**src/rtl/wb_arb_pkg.sv**
```systemverilog
// Shared types and width helpers for the round-robin Wishbone arbiter.
package wb_arb_pkg;

    typedef enum logic [1:0] {
        IDLE  = 2'd0,
        BUSY  = 2'd1,
        ABORT = 2'd2
    } arb_state_t;

    // Bits needed to hold the values 0..max_val (at least one bit).
    function automatic int unsigned cnt_w(input int unsigned max_val);
        return (max_val < 2) ? 1 : $clog2(max_val + 1);
    endfunction

    // Bits needed to index n items (at least one bit).
    function automatic int unsigned idx_w(input int unsigned n);
        return (n < 3) ? 1 : $clog2(n);
    endfunction

endpackage

```
**src/rtl/rr_pick.sv**
```systemverilog
// Rotating priority encoder: first set bit of req in order ptr+1, ptr+2, ... (mod NREQ).
module rr_pick
    import wb_arb_pkg::*;
#(
    parameter int NREQ = 4,
    parameter int IW   = idx_w(NREQ)
) (
    input  logic [NREQ-1:0] req,
    input  logic [IW-1:0]   ptr,
    output logic [IW-1:0]   grant_idx,
    output logic            any
);

    // Walk from the farthest slot back to the nearest so the nearest set bit wins.
    always_comb begin
        grant_idx = '0;
        any       = |req;
        for (int k = NREQ; k >= 1; k--) begin
            if (req[(int'(ptr) + k) % NREQ]) begin
                grant_idx = IW'((int'(ptr) + k) % NREQ);
            end
        end
    end

endmodule

```
**src/rtl/wb_rr_arbiter.sv**
```systemverilog
// N-way round-robin arbiter sharing one pipelined Wishbone client port,
// with per-owner outstanding tracking and an ack watchdog.
module wb_rr_arbiter
    import wb_arb_pkg::*;
#(
    parameter int NREQ             = 4,
    parameter int AW               = 32,
    parameter int DW               = 32,
    parameter int TIMEOUT          = 255,
    parameter int MAXOUT           = 15,
    parameter bit OPT_ZERO_ON_IDLE = 1'b1
) (
    input  logic                    CLK,
    input  logic                    RST,
    input  logic [NREQ-1:0]         req_cyc,
    input  logic [NREQ-1:0]         req_stb,
    input  logic [NREQ-1:0]         req_we,
    input  logic [NREQ*AW-1:0]      req_addr,
    input  logic [NREQ*DW-1:0]      req_data,
    input  logic [NREQ*DW/8-1:0]    req_sel,
    output logic [NREQ-1:0]         req_ack,
    output logic [NREQ-1:0]         req_err,
    output logic [NREQ-1:0]         req_stall,
    output logic                    o_cyc,
    output logic                    o_stb,
    output logic                    o_we,
    output logic [AW-1:0]           o_addr,
    output logic [DW-1:0]           o_data,
    output logic [DW/8-1:0]         o_sel,
    input  logic                    o_ack,
    input  logic                    o_err,
    input  logic                    o_stall,
    output logic [$clog2(NREQ)-1:0] owner
);

    localparam int IW = $clog2(NREQ);
    localparam int SW = DW / 8;
    localparam int OW = cnt_w(MAXOUT);
    localparam int WW = cnt_w(TIMEOUT);

    arb_state_t      r_state;
    arb_state_t      w_state_nxt;
    logic [IW-1:0]   r_owner;
    logic [IW-1:0]   r_ptr;
    logic [OW-1:0]   r_outst;
    logic [WW-1:0]   r_wdog;

    logic [IW-1:0]   w_pick;
    logic            w_any;
    logic            w_busy;
    logic            w_own_cyc;
    logic            w_full;
    logic            w_empty;
    logic            w_stb;
    logic            w_accept;
    logic            w_fwd_ack;
    logic            w_fwd_err;
    logic            w_resp;
    logic            w_timeout;

    rr_pick #(
        .NREQ (NREQ),
        .IW   (IW)
    ) u_pick (
        .req       (req_cyc),
        .ptr       (r_ptr),
        .grant_idx (w_pick),
        .any       (w_any)
    );

    assign w_busy    = (r_state == BUSY);
    assign w_own_cyc = req_cyc[r_owner];
    assign w_full    = (r_outst == OW'(MAXOUT));
    assign w_empty   = (r_outst == '0);
    // Strobe is gated by the owner's cyc so a dropping owner never issues a request.
    assign w_stb     = w_busy && w_own_cyc && req_stb[r_owner] && !w_full;
    assign w_accept  = w_stb && !o_stall;
    assign w_fwd_ack = w_busy && o_ack && !w_empty;
    assign w_fwd_err = w_busy && o_err && !w_empty;
    assign w_resp    = w_fwd_ack || w_fwd_err;
    assign w_timeout = (TIMEOUT != 0) && (r_wdog == WW'(TIMEOUT));

    always_comb begin
        w_state_nxt = r_state;
        case (r_state)
            IDLE:    if (w_any) w_state_nxt = BUSY;
            BUSY: begin
                if (!w_own_cyc)     w_state_nxt = IDLE;
                else if (w_timeout) w_state_nxt = ABORT;
            end
            ABORT:   w_state_nxt = IDLE;
            default: w_state_nxt = IDLE;
        endcase
    end

    always_ff @(posedge CLK) begin
        if (RST) begin
            r_state <= IDLE;
            r_ptr   <= IW'(NREQ - 1);
            r_owner <= '0;
            r_outst <= '0;
            r_wdog  <= '0;
        end else begin
            r_state <= w_state_nxt;
            if (r_state == IDLE && w_any) begin
                r_owner <= w_pick;
                r_ptr   <= w_pick;
            end
            // Counters only live while the owner keeps the bus; any exit clears them.
            if (w_busy && w_state_nxt == BUSY) begin
                case ({w_accept, w_resp})
                    2'b10:   r_outst <= r_outst + OW'(1);
                    2'b01:   r_outst <= r_outst - OW'(1);
                    default: r_outst <= r_outst;
                endcase
                if (w_resp || w_empty || TIMEOUT == 0) r_wdog <= '0;
                else                                  r_wdog <= r_wdog + WW'(1);
            end else begin
                r_outst <= '0;
                r_wdog  <= '0;
            end
        end
    end

    always_comb begin
        o_cyc     = 1'b0;
        o_stb     = 1'b0;
        o_we      = 1'b0;
        o_addr    = '0;
        o_data    = '0;
        o_sel     = '0;
        req_stall = '1;
        req_ack   = '0;
        req_err   = '0;
        case (r_state)
            BUSY: begin
                o_cyc              = w_own_cyc;
                o_stb              = w_stb;
                req_stall[r_owner] = o_stall || w_full;
                req_ack[r_owner]   = w_fwd_ack;
                req_err[r_owner]   = w_fwd_err;
            end
            ABORT:   req_err[r_owner] = 1'b1;
            default: ;
        endcase
        if (!OPT_ZERO_ON_IDLE || w_stb) begin
            o_we   = req_we[r_owner];
            o_addr = req_addr[r_owner*AW +: AW];
            o_data = req_data[r_owner*DW +: DW];
            o_sel  = req_sel[r_owner*SW +: SW];
        end
    end

    assign owner = r_owner;

endmodule

```
**config.mk**
```make
export PLATFORM = sky130hd
export DESIGN_NAME = wb_rr_arbiter
export DESIGN_NICKNAME = d
export VERILOG_FILES = /design/src/rtl/wb_arb_pkg.sv /design/src/rtl/rr_pick.sv /design/src/rtl/wb_rr_arbiter.sv
export SDC_FILE = /design/constraint.sdc
export NUM_CORES = 1
export LEC_CHECK = 0
export CAP_MARGIN = 15
export CORE_AREA = 5 5 140 142
export DETAILED_ROUTE_END_ITERATION = 8
export DIE_AREA = 0 0 145 147
export PLACE_DENSITY = 0.56
export SLEW_MARGIN = 15
export SYNTH_ARGS = -nofsm -noshare
export SYNTH_HDL_FRONTEND = slang
export SYNTH_SLANG_ARGS = --single-unit
```
**constraint.sdc**
```tcl
create_clock -name CLK -period 4.3 [get_ports CLK]
set_input_delay 1.29 -clock CLK [delete_from_list [all_inputs] [get_ports CLK]]
set_output_delay 1.29 -clock CLK [all_outputs]
set_load 0.05 [all_outputs]
```
After elaboration in Yosys (flattened, before gate mapping)
Index checks and enable logic that the tools add are counted.
Cells by class
  reduce and logical (&&, ||, !) cells: 27
  multiplexer cells: 38
  shifts and indexed selects: 3
  $add $sub $neg: 7
  order comparisons: 6
  equality and inequality tests: 7
  bitwise logic cells: 9
Operators with widths (number)
  $shiftx A128 B8 Y32: 2
  $mux W32: 2
  $lt A3 B4 Y1 const B: 4
  $pmux W4 S2: 2
  $shiftx A16 B5 Y4: 1
  $mux W1: 15
  $bmux W1 S2: 7
  $mux W2: 7
  $mux W4: 3
  $logic_and A1 B1 Y1: 11
  $reduce_or A2 Y1: 5
  $add A8 B1 Y8 const B: 1
  $and A4 B4 Y4: 2
  $eq A8 B8 Y1 const B: 1
  $eq A2 B1 Y1 const B: 3
  $add A2 B1 Y2 const B: 2
  $add A2 B2 Y2 const B: 2
  $add A4 B1 Y4 const B: 1
  $and A1 B1 Y1 const A: 4
  $eq A2 B2 Y1 const B: 2
  $eq A4 B4 Y1 const B: 1
  $logic_not A4 Y1: 1
  $not A4 Y4: 1
  $or A4 B4 Y4: 1
  other kinds (12): 16
Word-level totals
  output and inout bits: 85
  bits in registers: 18
  logic and storage cells: 102
  input bits: 289

Logic depth before layout (Yosys ltp)
  depth after elaboration: 10
  gate-level depth with buffers: 12

By module
From an unflattened synthesis, not the netlist that was laid out.
Second synthesis, totals
  cell total of the unflattened synthesis: 309
  area, all modules: 3329.4 um^2
By module, submodules not included
  wb_rr_arbiter: seq. area each 360.3 um^2, times used 1, cells each 295, area each 3238.1 um^2
  rr_pick: seq. area each 0.0 um^2, times used 1, cells each 14, area each 91.3 um^2

Worst setup path after synthesis
No wires, ideal clock.
  path kind: input to output
  start point: input req_cyc[1]
  end point: output o_addr[0]
  arrival time: 2.738 ns
  path slack: 0.272 ns
  cell stages on the path: 4
  buffers on the path: 1
  cell sequence: mux4_2 -> nand4_1 -> clkbuf_1 -> nor2b_1
On the way
  cells in the longest elaborated chain, start to end: 6
RTL lines
  from (decl): RTL line wb_rr_arbiter.sv:15  | input logic [NREQ-1:0] req_cyc,
  $bmux W1 S2: RTL line wb_rr_arbiter.sv:72  | assign w_own_cyc = req_cyc[r_owner];
  $mux W1 (implied by the code): RTL line wb_rr_arbiter.sv:72
  $logic_and A1 B1 Y1 (3 in a row): RTL line wb_rr_arbiter.sv:76  | assign w_stb = w_busy && w_own_cyc && req_stb[r_owner] && !w_full;
  $mux W32: RTL line wb_rr_arbiter.sv:146  | if (!OPT_ZERO_ON_IDLE || w_stb) begin
  to (decl): RTL line wb_rr_arbiter.sv:27  | output logic [AW-1:0] o_addr,
Every way passes these cells. The select of a mux whose other input is x is not followed.

Worst setup path after layout
  start point: input req_cyc[3]
  end point: output o_addr[16]
Same word-level chain as after synthesis.

==> results.sh <==
export IMPL_status="complete, no violations"
export IMPL_syn_area_um2=3310
export IMPL_synth_flop_cell="dfxtp_1"
export IMPL_io_pins=374
export IMPL_setup_viol=0
export IMPL_synth_cell_types=42
export IMPL_critPathMaxFanout=10
export IMPL_worstSetupEndpointType="output pin"
export IMPL_maxSlewHeadroom_pct=56.3
export IMPL_finalPower_mw=1.52
export IMPL_seq_area_frac_synth_pct=10.9
export IMPL_max_vdd_ir_drop_v=0.000138
export IMPL_tritoncts_num_buffers=3
export IMPL_finalHoldViolCount=0
export IMPL_cts_hold_buffers=0
export IMPL_grt_use_total_pct=19.1
export IMPL_drive_gt1_share_pct=34.4
export IMPL_finalCritPeriodShare_pct=99.3
export IMPL_leakage_nw=2.93
export IMPL_layout_nets=977
export IMPL_tightest_slew_ns=0.655
export IMPL_drtPass1Iterations=6
export IMPL_dieArea_um2=21300
export IMPL_synth_top_area_cell="mux4_2"
export IMPL_crit_path_start_kind="input pin"
export IMPL_synth_edf_count=0
export IMPL_cts_tree="done"
export IMPL_cts_root_buf="clkbuf_16"
export IMPL_start_util_pct=18.1
export IMPL_via_per_inst=4.62
export IMPL_portBuffers=373
export IMPL_skew_ns=0.000613
export IMPL_ys_top_cells_by_count="mux4_2 (71), nor2b_1 (70), clkbuf_1 (18), dfxtp_1 (18), nor2_1 (17)"
export IMPL_dieHeight_um=147
export IMPL_grt_overflow=0
export IMPL_dp_hpwl_um=19400
export IMPL_grt_pass1_vias=4550
export IMPL_grt_setup_unrepaired="yes"
export IMPL_grt_pass1_wl_um=31300
export IMPL_die_w_um=145
export IMPL_drc_errors=0
export IMPL_core_region_area_um2=18300
export IMPL_vias=4251
export IMPL_final_core_util_pct=46.0
export IMPL_yosys_cell_count_top_type="mux4_2"
export IMPL_power_density_nw_per_um2=180
export IMPL_dp_slack_ns=-0.0990
export IMPL_area_growth_syn_to_layout_pct=155
export IMPL_clk_latency_ns=0.24
export IMPL_cts_sinks=18
export IMPL_clk_pin_slew_ns=0.05
export IMPL_htreeDepth=1
export IMPL_min_period_ns=4.27
export IMPL_wl_um=22100
export IMPL_clk_path_buf_depth=2
export IMPL_arrival_ns=2.98
export IMPL_drv_cap=0
export IMPL_synth_nets=603
export IMPL_async_flop_share_pct=0
export IMPL_cp_required_ns=3.01
export IMPL_setup_ws_ns=0.0293
export IMPL_ant_nets=0
export IMPL_grt_max_degree=42
export IMPL_ys_ff_latch=18
export IMPL_final_area_um2=8420
export IMPL_rows=50
export IMPL_syn_area_per_cell_um2=10.8
export IMPL_synth_warnings=0
export IMPL_dpl_instance_area_um2=8130
export IMPL_yosys_top_cells_area="mux4_2 (48%), nor2b_1 (13%), dfxtp_1 (11%)"
export IMPL_synth_top_cell_area_share_pct=48.3
export IMPL_synth_cells=307
export IMPL_holdCritPathClass="flip-flop to flip-flop"
export IMPL_fmax_ghz=0.234
export IMPL_first_iter_violations=184
export IMPL_place_congestion=0.867
export IMPL_worstSetupPathType="input pin to output pin"
export IMPL_wl_per_cell_um=24.0
export IMPL_antenna_found_initial=6
export IMPL_timing_final_max_slew_violations=0
state kept, by name (all words and copies together) (netlist names):
name,flops
r_wdog,8
r_outst,4
owner,2
r_ptr,2
r_state,2
cells in the final DEF (no fill, tap or decap), drive strengths merged, types with 5 or more instances in the layout:
| master | count |
|---|---|
| nor3 | 13 |
| clkbuf | 5 |
| nand3 | 7 |
| nor2 | 17 |
| dfxtp | 18 |
| inv | 8 |
| diode | 7 |
| nor2b | 70 |
| a21oi | 5 |
| ha | 7 |
| mux4 | 71 |
| nand2 | 13 |
| o21ai | 5 |
| xor2 | 5 |
| buf | 105 |
| clkdlybuf4s50 | 290 |
repair_timing:
action                                  4_1_cts  5_1_grt
cloned                                        0        2
hold endpoints to repair                      0        0
setup buffers                                 1        2
resized for setup                             5       41
endpoints found under the setup margin       58       64
final timing paths:
kind                    from         end  slack [ns]  cells after the start
hold / removal     r_wdog[0]   r_wdog[0]        0.50                      1
setup reg to reg    owner[0]  r_outst[2]        1.16                     12
hold reg to reg    r_wdog[0]   r_wdog[0]        0.50                      1
setup / recovery  req_cyc[3]  o_addr[16]        0.03                      7
through the flow:
step / hold WS [ns] / instances / setup TNS, ns
2_1_floorplan: 0.451 / 307 / 0
3_3_place_gp: 0.486 / 905 / -1.22
3_5_place_dp: 0.491 / 905 / -2.58
6_report: 0.504 / 921 / 0
4_1_cts: 0.504 / 910 / -0.136
5_1_grt: 0.554 / 918 / -1.44
layout make-up:
class / instances / area, µm²
Tap cell: 234 / 293
Clock buffer: 4 / 88.8
Timing Repair Buffer: 396 / 4740
Sequential cell: 18 / 368
Multi-Input combinational cell: 254 / 2890
Fill cell: 1681 / 9910
Antenna cell: 7 / 17.5
Inverter: 8 / 30.0
metal layers:
metal | global-route usage (%) | wire length (µm) | vias up
met5 | 0 | 34 | -
met4 | 2.82 | 369 | 4
met3 | 5.83 | 2150 | 24
met2 | 34.0 | 11500 | 227
met1 | 23.3 | 7990 | 2048
li1 | - | - | 1948
kinds of logic after synthesis:
group,share of synthesized area (%)
AO/OA/AOI/OAI,5.56
XOR/XNOR,2.38
adder cells (fa/ha/maj),2.65
buffers and inverters,4.69
flip-flops,10.9
multiplexers,49.0
AND/OR/NAND/NOR,24.9
critical path, cell delays in order:
cell             delay [ns]
clkdlybuf4s50_1        0.43
mux4_2                 0.50
nand4_1                0.18
buf_6                  0.18
buf_6                  0.15
nor2b_1                0.08
buf_12                 0.15
where the power goes:
part / switching [mW] / internal (mW)
registers: 0.0230 / 0.175
clock network: 0.0594 / 0.141
logic: 0.454 / 0.668
Power figures use the tool's default switching activity.
